### config.mk
export PLATFORM = sky130hd
export DESIGN_NAME = fp_add_ctrl_flat
export DESIGN_NICKNAME = d
export VERILOG_FILES = /design/src/rtl/fp_add_pkg.sv /design/src/rtl/fp_add_ctrl_if.sv /design/src/rtl/fp_ser_out.sv /design/src/rtl/fp_add_ctrl.sv /design/src/flat_wrapper.sv
export SDC_FILE = /design/constraint.sdc
export NUM_CORES = 1
export LEC_CHECK = 0
export ABC_AREA = 1
export BUFFER_PORTS_ARGS = -buffer_cell sky130_fd_sc_hd__buf_2
export CORE_MARGIN = 1.5
export CORE_UTILIZATION = 35
export DETAILED_ROUTE_END_ITERATION = 10
export PLACE_DENSITY = 0.63
export SLEW_MARGIN = 20
export SYNTH_ARGS = -nofsm -noshare
export SYNTH_HDL_FRONTEND = slang
export SYNTH_HIERARCHICAL = 1
export SYNTH_SLANG_ARGS = --single-unit
### constraint.sdc
create_clock -name clk_in -period 3.2 [get_ports clk_in]
set_input_delay 0.32 -clock clk_in [delete_from_list [all_inputs] [get_ports clk_in]]
set_output_delay 0.32 -clock clk_in [all_outputs]
set_load 0.05 [all_outputs]
### src/rtl/fp_add_pkg.sv
// Shared definitions for the half-precision serial adder sequencer.
//   - state_e      : controller FSM states (3-bit encoding)
//   - FP_WIDTH     : default operand/result width
//   - EXP_* / MAN_*: half-precision field positions used by the optional NaN flag
//   - is_half_nan  : exponent all ones with a non-zero mantissa
package fp_add_pkg;

  localparam int unsigned FP_WIDTH = 16;

  localparam int unsigned EXP_MSB = 14;
  localparam int unsigned EXP_LSB = 10;
  localparam int unsigned MAN_MSB = 9;
  localparam logic [4:0]  EXP_ALL_ONES = 5'h1F;

  typedef enum logic [2:0] {
    StIdle,
    StLoadA,
    StLoadB,
    StLatch,
    StAddStart,
    StWaitDone,
    StShiftOut
  } state_e;

  // Infinity (zero mantissa) is deliberately not a NaN.
  function automatic logic is_half_nan(input logic [FP_WIDTH-1:0] v);
    return (v[EXP_MSB:EXP_LSB] == EXP_ALL_ONES) && (v[MAN_MSB:0] != '0);
  endfunction

endpackage

### src/rtl/fp_add_ctrl_if.sv
// Handshake/bus bundle between the serial host link, the shift-register/adder
// datapath and the fp_add_ctrl sequencer.
//   slave  : the sequencer's view (host/datapath inputs in, strobes and results out)
//   master : the environment's view (host link, adder, downstream sink)
// Optional macro FP_ADD_CTRL_NAN_FLAG_EN adds the nan_out flag.
interface fp_add_ctrl_if
  import fp_add_pkg::*;
#(
  parameter int unsigned WIDTH = FP_WIDTH
);

  logic             start_in;
  logic             serial_in;
  logic             in_valid_in;
  logic             in_ready_out;
  logic             sr_wr_a_out;
  logic             sr_wr_b_out;
  logic             sr_data_out;
  logic             sr_en_out;
  logic             add_start_out;
  logic             add_done_in;
  logic [WIDTH-1:0] result_in;
  logic             serial_out;
  logic             out_valid_out;
  logic             out_ready_in;
  logic             busy_out;
  logic             done_out;
  logic             err_out;
`ifdef FP_ADD_CTRL_NAN_FLAG_EN
  logic             nan_out;

  modport slave (
    input  start_in, serial_in, in_valid_in, add_done_in, result_in, out_ready_in,
    output in_ready_out, sr_wr_a_out, sr_wr_b_out, sr_data_out, sr_en_out, add_start_out,
    output serial_out, out_valid_out, busy_out, done_out, err_out, nan_out
  );

  modport master (
    output start_in, serial_in, in_valid_in, add_done_in, result_in, out_ready_in,
    input  in_ready_out, sr_wr_a_out, sr_wr_b_out, sr_data_out, sr_en_out, add_start_out,
    input  serial_out, out_valid_out, busy_out, done_out, err_out, nan_out
  );
`else
  modport slave (
    input  start_in, serial_in, in_valid_in, add_done_in, result_in, out_ready_in,
    output in_ready_out, sr_wr_a_out, sr_wr_b_out, sr_data_out, sr_en_out, add_start_out,
    output serial_out, out_valid_out, busy_out, done_out, err_out
  );

  modport master (
    output start_in, serial_in, in_valid_in, add_done_in, result_in, out_ready_in,
    input  in_ready_out, sr_wr_a_out, sr_wr_b_out, sr_data_out, sr_en_out, add_start_out,
    input  serial_out, out_valid_out, busy_out, done_out, err_out
  );
`endif

endinterface

### src/rtl/fp_ser_out.sv
// Result serializer: captures the adder sum, then shifts it out LSB first under
// a valid/ready handshake.
//   clk_in, rst_n_in : clock, asynchronous active-low reset
//   capture          : load data into the shift register and clear the bit counter
//   data             : adder sum to capture
//   active           : controller is in its shift-out state
//   ready            : downstream accepts the current bit
//   serial, valid    : current result bit and its qualifier
//   last             : final bit is being accepted this cycle (tells the FSM to finish)
//   done             : registered one-cycle pulse after the final bit was accepted
module fp_ser_out #(
  parameter int unsigned WIDTH = 16
) (
  input  logic             clk_in,
  input  logic             rst_n_in,
  input  logic             capture,
  input  logic [WIDTH-1:0] data,
  input  logic             active,
  input  logic             ready,
  output logic             serial,
  output logic             valid,
  output logic             last,
  output logic             done
);

  localparam int unsigned CntW = (WIDTH > 1) ? $clog2(WIDTH) : 1;
  localparam logic [CntW-1:0] CntLast = CntW'(WIDTH - 1);

  logic [WIDTH-1:0] res_q;
  logic [CntW-1:0]  cnt_q;
  logic             done_q;
  logic             accept;

  assign valid  = active;
  // Gated so the line stays low outside the shift-out phase.
  assign serial = active & res_q[0];
  assign accept = active & ready;
  assign last   = accept && (cnt_q == CntLast);
  assign done   = done_q;

  always_ff @(posedge clk_in or negedge rst_n_in) begin
    if (!rst_n_in) begin
      res_q  <= '0;
      cnt_q  <= '0;
      done_q <= 1'b0;
    end else begin
      done_q <= last;
      if (capture) begin
        res_q <= data;
        cnt_q <= '0;
      end else if (accept) begin
        res_q <= res_q >> 1;
        cnt_q <= last ? '0 : cnt_q + 1'b1;
      end
    end
  end

endmodule

### src/rtl/fp_add_ctrl.sv
// Sequencer for the half-precision serial adder path: streams operand A then B
// (LSB first) into the shift registers, enables their parallel outputs, pulses
// the adder start, waits for completion with a timeout, then serializes the sum.
//   clk_in, rst_n_in : clock, asynchronous active-low reset
//   bus (slave)      : host serial link, shift-register strobes, adder handshake,
//                      result serial link, busy/done/err status
// Parameters: WIDTH (operand width), ADD_TIMEOUT (WAIT_DONE cycle limit, >= 2).
// Optional macro FP_ADD_CTRL_NAN_FLAG_EN adds bus.nan_out (requires WIDTH == 16).
module fp_add_ctrl
  import fp_add_pkg::*;
#(
  parameter int unsigned WIDTH       = FP_WIDTH,
  parameter int unsigned ADD_TIMEOUT = 64
) (
  input logic          clk_in,
  input logic          rst_n_in,
  fp_add_ctrl_if.slave bus
);

  localparam int unsigned CntW = (WIDTH > 1) ? $clog2(WIDTH) : 1;
  localparam int unsigned ToW  = $clog2(ADD_TIMEOUT);
  localparam logic [CntW-1:0] CntLast = CntW'(WIDTH - 1);
  localparam logic [ToW-1:0]  ToLast  = ToW'(ADD_TIMEOUT - 1);

  state_e          state_q, state_d;
  logic [CntW-1:0] bit_cnt_q, bit_cnt_d;
  logic [ToW-1:0]  to_cnt_q, to_cnt_d;
  logic            err_q, err_d;

  logic capture;
  logic ser_last;
  logic ser_serial;
  logic ser_valid;
  logic ser_done;
  logic in_ready;
  logic sr_wr_a;
  logic sr_wr_b;
  logic sr_data;
  logic sr_en;
  logic add_start;

  always_comb begin
    state_d   = state_q;
    bit_cnt_d = bit_cnt_q;
    to_cnt_d  = to_cnt_q;
    err_d     = err_q;
    capture   = 1'b0;
    in_ready  = 1'b0;
    sr_wr_a   = 1'b0;
    sr_wr_b   = 1'b0;
    sr_data   = 1'b0;
    sr_en     = 1'b0;
    add_start = 1'b0;

    case (state_q)
      StIdle: begin
        if (bus.start_in) begin
          err_d     = 1'b0;
          bit_cnt_d = '0;
          state_d   = StLoadA;
        end
      end

      StLoadA, StLoadB: begin
        in_ready = 1'b1;
        sr_data  = bus.serial_in;
        sr_wr_a  = (state_q == StLoadA) & bus.in_valid_in;
        sr_wr_b  = (state_q == StLoadB) & bus.in_valid_in;
        if (bus.in_valid_in) begin
          if (bit_cnt_q == CntLast) begin
            bit_cnt_d = '0;
            state_d   = (state_q == StLoadA) ? StLoadB : StLatch;
          end else begin
            bit_cnt_d = bit_cnt_q + 1'b1;
          end
        end
      end

      StLatch: begin
        sr_en   = 1'b1;
        state_d = StAddStart;
      end

      StAddStart: begin
        sr_en     = 1'b1;
        add_start = 1'b1;
        to_cnt_d  = '0;
        state_d   = StWaitDone;
      end

      StWaitDone: begin
        sr_en    = 1'b1;
        to_cnt_d = to_cnt_q + 1'b1;
        // A completion arriving on the final allowed cycle still counts.
        if (bus.add_done_in) begin
          capture = 1'b1;
          state_d = StShiftOut;
        end else if (to_cnt_q == ToLast) begin
          err_d   = 1'b1;
          state_d = StIdle;
        end
      end

      StShiftOut: begin
        if (ser_last) begin
          state_d = StIdle;
        end
      end

      default: state_d = StIdle;
    endcase
  end

  always_ff @(posedge clk_in or negedge rst_n_in) begin
    if (!rst_n_in) begin
      state_q   <= StIdle;
      bit_cnt_q <= '0;
      to_cnt_q  <= '0;
      err_q     <= 1'b0;
    end else begin
      state_q   <= state_d;
      bit_cnt_q <= bit_cnt_d;
      to_cnt_q  <= to_cnt_d;
      err_q     <= err_d;
    end
  end

  fp_ser_out #(
    .WIDTH(WIDTH)
  ) u_ser_out (
    .clk_in  (clk_in),
    .rst_n_in(rst_n_in),
    .capture (capture),
    .data    (bus.result_in),
    .active  (state_q == StShiftOut),
    .ready   (bus.out_ready_in),
    .serial  (ser_serial),
    .valid   (ser_valid),
    .last    (ser_last),
    .done    (ser_done)
  );

  assign bus.in_ready_out  = in_ready;
  assign bus.sr_wr_a_out   = sr_wr_a;
  assign bus.sr_wr_b_out   = sr_wr_b;
  assign bus.sr_data_out   = sr_data;
  assign bus.sr_en_out     = sr_en;
  assign bus.add_start_out = add_start;
  assign bus.serial_out    = ser_serial;
  assign bus.out_valid_out = ser_valid;
  assign bus.busy_out      = (state_q != StIdle);
  assign bus.done_out      = ser_done;
  assign bus.err_out       = err_q;

`ifdef FP_ADD_CTRL_NAN_FLAG_EN
  logic nan_q;

  // Flag reflects the most recent captured sum until the next transaction starts.
  always_ff @(posedge clk_in or negedge rst_n_in) begin
    if (!rst_n_in) begin
      nan_q <= 1'b0;
    end else if ((state_q == StIdle) && bus.start_in) begin
      nan_q <= 1'b0;
    end else if (capture) begin
      nan_q <= is_half_nan(bus.result_in[FP_WIDTH-1:0]);
    end
  end

  assign bus.nan_out = nan_q;
`endif

endmodule

### src/flat_wrapper.sv
// flat-port wrapper written by rule: the top's interface ports become plain ports
module fp_add_ctrl_flat import fp_add_pkg::*;
#(
  parameter int unsigned WIDTH       = FP_WIDTH,
  parameter int unsigned ADD_TIMEOUT = 64
)
  (clk_in, rst_n_in, bus_start_in, bus_serial_in, bus_in_valid_in, bus_add_done_in, bus_result_in, bus_out_ready_in, bus_in_ready_out, bus_sr_wr_a_out, bus_sr_wr_b_out, bus_sr_data_out, bus_sr_en_out, bus_add_start_out, bus_serial_out, bus_out_valid_out, bus_busy_out, bus_done_out, bus_err_out);
  fp_add_ctrl_if #(.WIDTH(WIDTH)) bus_i ();
  input logic clk_in;
  input logic rst_n_in;
  input wire logic [$bits(bus_i.start_in)-1:0] bus_start_in;
  input wire logic [$bits(bus_i.serial_in)-1:0] bus_serial_in;
  input wire logic [$bits(bus_i.in_valid_in)-1:0] bus_in_valid_in;
  input wire logic [$bits(bus_i.add_done_in)-1:0] bus_add_done_in;
  input wire logic [$bits(bus_i.result_in)-1:0] bus_result_in;
  input wire logic [$bits(bus_i.out_ready_in)-1:0] bus_out_ready_in;
  output wire logic [$bits(bus_i.in_ready_out)-1:0] bus_in_ready_out;
  output wire logic [$bits(bus_i.sr_wr_a_out)-1:0] bus_sr_wr_a_out;
  output wire logic [$bits(bus_i.sr_wr_b_out)-1:0] bus_sr_wr_b_out;
  output wire logic [$bits(bus_i.sr_data_out)-1:0] bus_sr_data_out;
  output wire logic [$bits(bus_i.sr_en_out)-1:0] bus_sr_en_out;
  output wire logic [$bits(bus_i.add_start_out)-1:0] bus_add_start_out;
  output wire logic [$bits(bus_i.serial_out)-1:0] bus_serial_out;
  output wire logic [$bits(bus_i.out_valid_out)-1:0] bus_out_valid_out;
  output wire logic [$bits(bus_i.busy_out)-1:0] bus_busy_out;
  output wire logic [$bits(bus_i.done_out)-1:0] bus_done_out;
  output wire logic [$bits(bus_i.err_out)-1:0] bus_err_out;
  assign bus_i.start_in = bus_start_in;
  assign bus_i.serial_in = bus_serial_in;
  assign bus_i.in_valid_in = bus_in_valid_in;
  assign bus_i.add_done_in = bus_add_done_in;
  assign bus_i.result_in = bus_result_in;
  assign bus_i.out_ready_in = bus_out_ready_in;
  assign bus_in_ready_out = bus_i.in_ready_out;
  assign bus_sr_wr_a_out = bus_i.sr_wr_a_out;
  assign bus_sr_wr_b_out = bus_i.sr_wr_b_out;
  assign bus_sr_data_out = bus_i.sr_data_out;
  assign bus_sr_en_out = bus_i.sr_en_out;
  assign bus_add_start_out = bus_i.add_start_out;
  assign bus_serial_out = bus_i.serial_out;
  assign bus_out_valid_out = bus_i.out_valid_out;
  assign bus_busy_out = bus_i.busy_out;
  assign bus_done_out = bus_i.done_out;
  assign bus_err_out = bus_i.err_out;
  fp_add_ctrl #(.WIDTH(WIDTH), .ADD_TIMEOUT(ADD_TIMEOUT)) u_core (.clk_in(clk_in), .rst_n_in(rst_n_in), .bus(bus_i));
endmodule
Yosys cells after proc, flatten, opt, wreduce, memory -nomap -nowiden
Cells that the tools add are included.
{"block": "totals", "word_cells": 72, "regBits": 35, "in_bits": 23}
{"block": "classes", "bitwise_logic": 4, "addsub": 3, "n_reduce_logical": 12, "n_eq_ne": 16, "mux": 30}
{"cell": "$mux 16", "n": 2}
{"cell": "$mux 4", "n": 6}
{"cell": "$mux 3", "n": 6}
{"cell": "$pmux 3 s6", "n": 1}
{"cell": "$mux 1", "n": 12}
{"cell": "$pmux 6 s2", "n": 1}
{"cell": "$eq 3x3->1 const B", "n": 3}
{"cell": "$add 4x1->4 const B", "n": 2}
{"cell": "$eq 4x4->1 const B", "n": 2}
{"cell": "$pmux 4 s2", "n": 1}
{"cell": "$reduce_bool 2->1", "n": 4}
{"cell": "$add 6x1->6 const B", "n": 1}
{"cell": "$eq 3x2->1 const B", "n": 2}
{"cell": "$eq 6x6->1 const B", "n": 1}
{"cell": "$ne 2x1->1 const B", "n": 3}
{"cell": "$ne 2x2->1 const B", "n": 3}
{"cell": "$reduce_and 5->1", "n": 1}
{"cell": "$and 1x1->1", "n": 4}
{"cell": "$reduce_and 4->1", "n": 1}
{"cell": "$eq 3x1->1 const B", "n": 1}
{"cell": "$logic_not 3->1", "n": 1}
{"cell": "$ne 3x2->1 const B", "n": 1}
{"cell": "$reduce_and 3->1", "n": 1}
{"cell": "$reduce_bool 3->1", "n": 1}
{"cell": "4 further kinds", "n": 4}

Depth between registers and ports, before layout
{"block": "logic_depth", "ltp_word": 6, "ltp_mapped": 12, "depth_no_buf": 11}

Modules after synthesis
The synthesis kept the hierarchy.
{"mod": "fp_ser_out", "n_inst": 1, "area_each_um2": 1134.8, "cells_each": 120}
{"mod": "fp_add_ctrl", "n_inst": 1, "area_each_um2": 905.9, "cells_each": 129}

Worst setup path before layout
Ideal clock, no wire load.
{"block": "synth_path", "kind": "register to register", "from": "register u_core.state_q[0]", "to": "register u_core.to_cnt_q[5]", "path_buffers": 1, "path_slack_ns": 1.155, "t_required_ns": 3.080, "arrival_ns": 1.926, "stages_incl_launch_ff": 6, "period_less_slack_ns": 2.045, "cell_sequence": "dfrtp_1 > buf_2 > nor3_1 > o21ai_1 > o21ai_0 > inv_1"}
{"block": "synth_between", "elab_chain_cells": 2, "elab_cells_between_ends": 4}
{"element": "start, declared", "line": "fp_add_ctrl.sv:25", "text": "state_e state_q, state_d;"}
{"element": "start signal, assigned", "line": "fp_add_ctrl.sv:116", "text": "state_q <= StIdle;"}
{"element": "start signal, assigned", "line": "fp_add_ctrl.sv:121", "text": "state_q <= state_d;"}
{"element": "$eq 3x3->1", "line": "fp_add_ctrl.sv:55", "text": "case (state_q)"}
{"element": "$pmux 6 s2 / $reduce_bool 2->1 (equally long branches)"}
{"element": "end signal, assigned", "line": "fp_add_ctrl.sv:123", "text": "to_cnt_q <= to_cnt_d;"}
{"element": "end, declared", "line": "fp_add_ctrl.sv:27", "text": "logic [ToW-1:0] to_cnt_q, to_cnt_d;"}
Several ways; a longest one is shown, not always the timed one.
A chain may end at the register's enable or synchronous reset.

Worst setup path in the final report
{"block": "layout_path", "from": "register u_core.state_q[0]", "to": "register u_core.u_ser_out.res_q[2]"}
{"block": "layout_between", "elab_chain_cells": 3, "elab_cells_between_ends": 6}
{"element": "$eq 3x3->1 *", "line": "fp_add_ctrl.sv:55"}
{"element": "$mux 1 *", "line": "fp_add_ctrl.sv:55"}
{"element": "named net u_core.capture", "line": "fp_add_ctrl.sv:30", "text": "logic capture;"}
{"element": "$mux 16 / $reduce_bool 2->1 (equally long branches)"}
{"element": "end signal, assigned", "line": "fp_ser_out.sv:49", "text": "res_q <= data;"}
{"element": "end signal, assigned", "line": "fp_ser_out.sv:52", "text": "res_q <= res_q >> 1;"}
{"element": "end, declared", "line": "fp_ser_out.sv:29", "text": "logic [WIDTH-1:0] res_q;"}
Mark *: on every way through the listed nets, which the timed path passes. The rest lies on a longest branch.

==> reports/metrics.cfg <==
[sta]
tightest_slew_ps=803.1
slew_violations=0
rsz0062_at_grt=no
timing.hold.ws_ps=122.7
finalSetupViolations=0
period_minus_slack_ps=2034
tns_ps=0
hold_viol=0
max_freq_mhz=491.5
clock_skew_ps=4.530
timing.final.crit_share_pct=63.58
slew_headroom_pct=46.46

[yosys]
syn_nets=275
ys_seq_area_share_pct=42.92
yosysUniqueCellTypes=30
yosysWarnings=6
ys_ff_latch=35
synth_top_cell_by_area=dfrtp_1
synth_area_per_cell_um2=8.196
synth_cells=249
yosys-top-cells-area=dfrtp_1 43%, nand2_1 15%, o211ai_2 5.5%
netlist_area_um2=2041
synth_top_area_share_pct=42.92

[critical_path]
worst-setup-path-type=reg -> reg
crit_cells=7
crit_path_top_delay_cell=inv_1
worstPathArrival_ps=2210
path_cells=nand4_1 > inv_1 > inv_4 > nand2_4 > inv_2 > nand2_1 > nand3_2
crit_buf_inv=3
cp_max_fo=19
startpoint_type=register
r2r_cells=7
slowest_delay_ps=600
worst_ep_required_time_ps=3370
cp_top_family=buffers and inverters
end_kind=register

[finish]
drive_gt1_share_pct=28.83
syn_to_final_growth_pct=12.75
final_core_util_pct=41.28
diodes=0
fin_cells=353
fin_area_um2=2301
nNetsFinal=307

[power_and_ir_drop]
power.density_nw_per_um2=832.6
p_leak_nw=1.258
peakVddDrop_uv=238.2

[placed_design]
dp_hpwl_mm=2.860
routabilityCongestion=0.8026
dpl_cell_area_um2=2213
io_buffer_count=33
place_inst=346

[clock_network]
cts_tree=yes
clk_path_buf_depth=2
postCtsHoldBufs=0
cts_made_buffers=5
clkTransAtPathRegs_ps=70
clk_latency_ps=280
numClockSinks=35
htree_num_levels=2
cts_root_buf=clkbuf_8
cts_setup_buffers=0
cts_resized=0

[routing]
dr.pass1.iters=5
wirelength_mm=3.946
drc=0
wl_per_cell_um=11.18
ant_nets=0
drtIter0Drc=102
via_per_inst=4.589
vias=1620

[grt]
grt_antenna_before_repair=0
grt_max_degree=36
grt_usage_pct=14.38
grt_pass1_vias=1673
grt_overflow_total=0
grt_first_pass_wirelength_mm=7.113

[floorplanning]
start_util_pct=36.61
die_h_um=79.36
dieArea_um2=6298
num_rows=27
num_io_pins=34
die_w_um=79.36
core_um2=5574

[status]
status=complete, no violations

[job]
drv_cap=0

[min_path]
hold_class=in -> async

==> sequential cells by signal (all words and copies together) (netlist names) <==
name / flops
u_core/bit_cnt_q: 4
u_core/bus.err_out: 1
u_core/state_q: 3
u_core/to_cnt_q: 6
u_core/u_ser_out/cnt_q: 4
u_core/u_ser_out/done: 1
u_core/u_ser_out/res_q: 16
==> cells in the mapped netlist (all sizes together) <==
master / n
o211ai: 9
dfrtp: 35
inv: 35
buf: 8
xor2: 1
nand3: 26
ha: 3
o22ai: 1
a21oi: 1
nor3b: 1
nand3b: 1
nand4: 6
nand2: 97
o21ai: 8
xnor2: 1
nor2: 14
nor3: 1
a22o: 1
==> where the power goes <==
part	leakage, nW	internal (mW)	switching (mW)
registers	0.459	0.592	0.136
clock network	0.0470	0.169	0.155
logic	0.751	0.274	0.590
total	1.26	1.03	0.881
==> worst paths after layout <==
| path | from | endpoint | slack (ps) |
|---|---|---|---|
| max in group asynchronous | rst_n_in | u_core/bit_cnt_q[2]$_DFFE_PN0P_ | 2580 |
| hold reg to reg | u_core/bus.err_out$_DFFE_PN0P_ | u_core/bus.err_out$_DFFE_PN0P_ | 470 |
| setup reg to reg | u_core/state_q[0]$_DFFE_PN0P_ | u_core/u_ser_out/res_q[2]$_DFFE_PN0P_ | 1170 |
| hold / removal | rst_n_in | u_core/u_ser_out/cnt_q[2]$_DFFE_PN0P_ | 120 |
| setup / recovery | u_core/state_q[0]$_DFFE_PN0P_ | u_core/u_ser_out/res_q[2]$_DFFE_PN0P_ | 1170 |
| min in group clk_in | bus_result_in[15] | u_core/u_ser_out/res_q[15]$_DFFE_PN0P_ | 250 |
==> per-stage QoR <==
step / power, mW / worst slack (ps)
finish: 1.916 / 1166
global route: 2.084 / 1006
CTS: 1.936 / 1168
detailed placement: 1.604 / 1200
global placement: 1.590 / 1296
floorplan: 1.456 / 1155
==> placed cells by master (no fill, tap or decap), types with 3 or more instances in the layout <==
master / n
o211ai_2: 9
clkbuf_8: 6
nand2_1: 84
nand3_2: 10
nand2_4: 3
inv_1: 28
dfrtp_1: 35
nand4_1: 6
inv_2: 6
ha_1: 3
buf_2: 33
nand2_2: 10
o21ai_0: 7
nor2_1: 12
nand3_1: 16
==> layout make-up <==
class | count | area [µm²]
multi-input cells | 171 | 948.4
clock buffers | 6 | 82.58
inverters | 35 | 133.9
well taps | 72 | 90.09
repair buffers | 33 | 165.2
clock inverters | 1 | 5.005
fillers | 570 | 3273
flip-flops and latches | 35 | 875.8
==> layer usage <==
metal / wire length [µm] / vias up / GRT usage, %
met1: 1882 / 742 / 17.61
met5: 0 / - / 0
met2: 1897 / 24 / 24.96
li1: - / 849 / -
met4: 40 / 0 / 4.211
met3: 125 / 5 / 3.448
==> cell families after synthesis <==
kind of cell | Yosys count | synth area share (%)
buffers and inverters | 43 | 10.61
adders and majority gates | 3 | 1.840
xor gates and xnor gates | 2 | 0.8585
and+or+nand+nor | 146 | 35.32
DFF | 35 | 42.92
AOI/OAI and AO/OA | 20 | 8.461
Note: power is estimated with default switching activity, not from simulation.
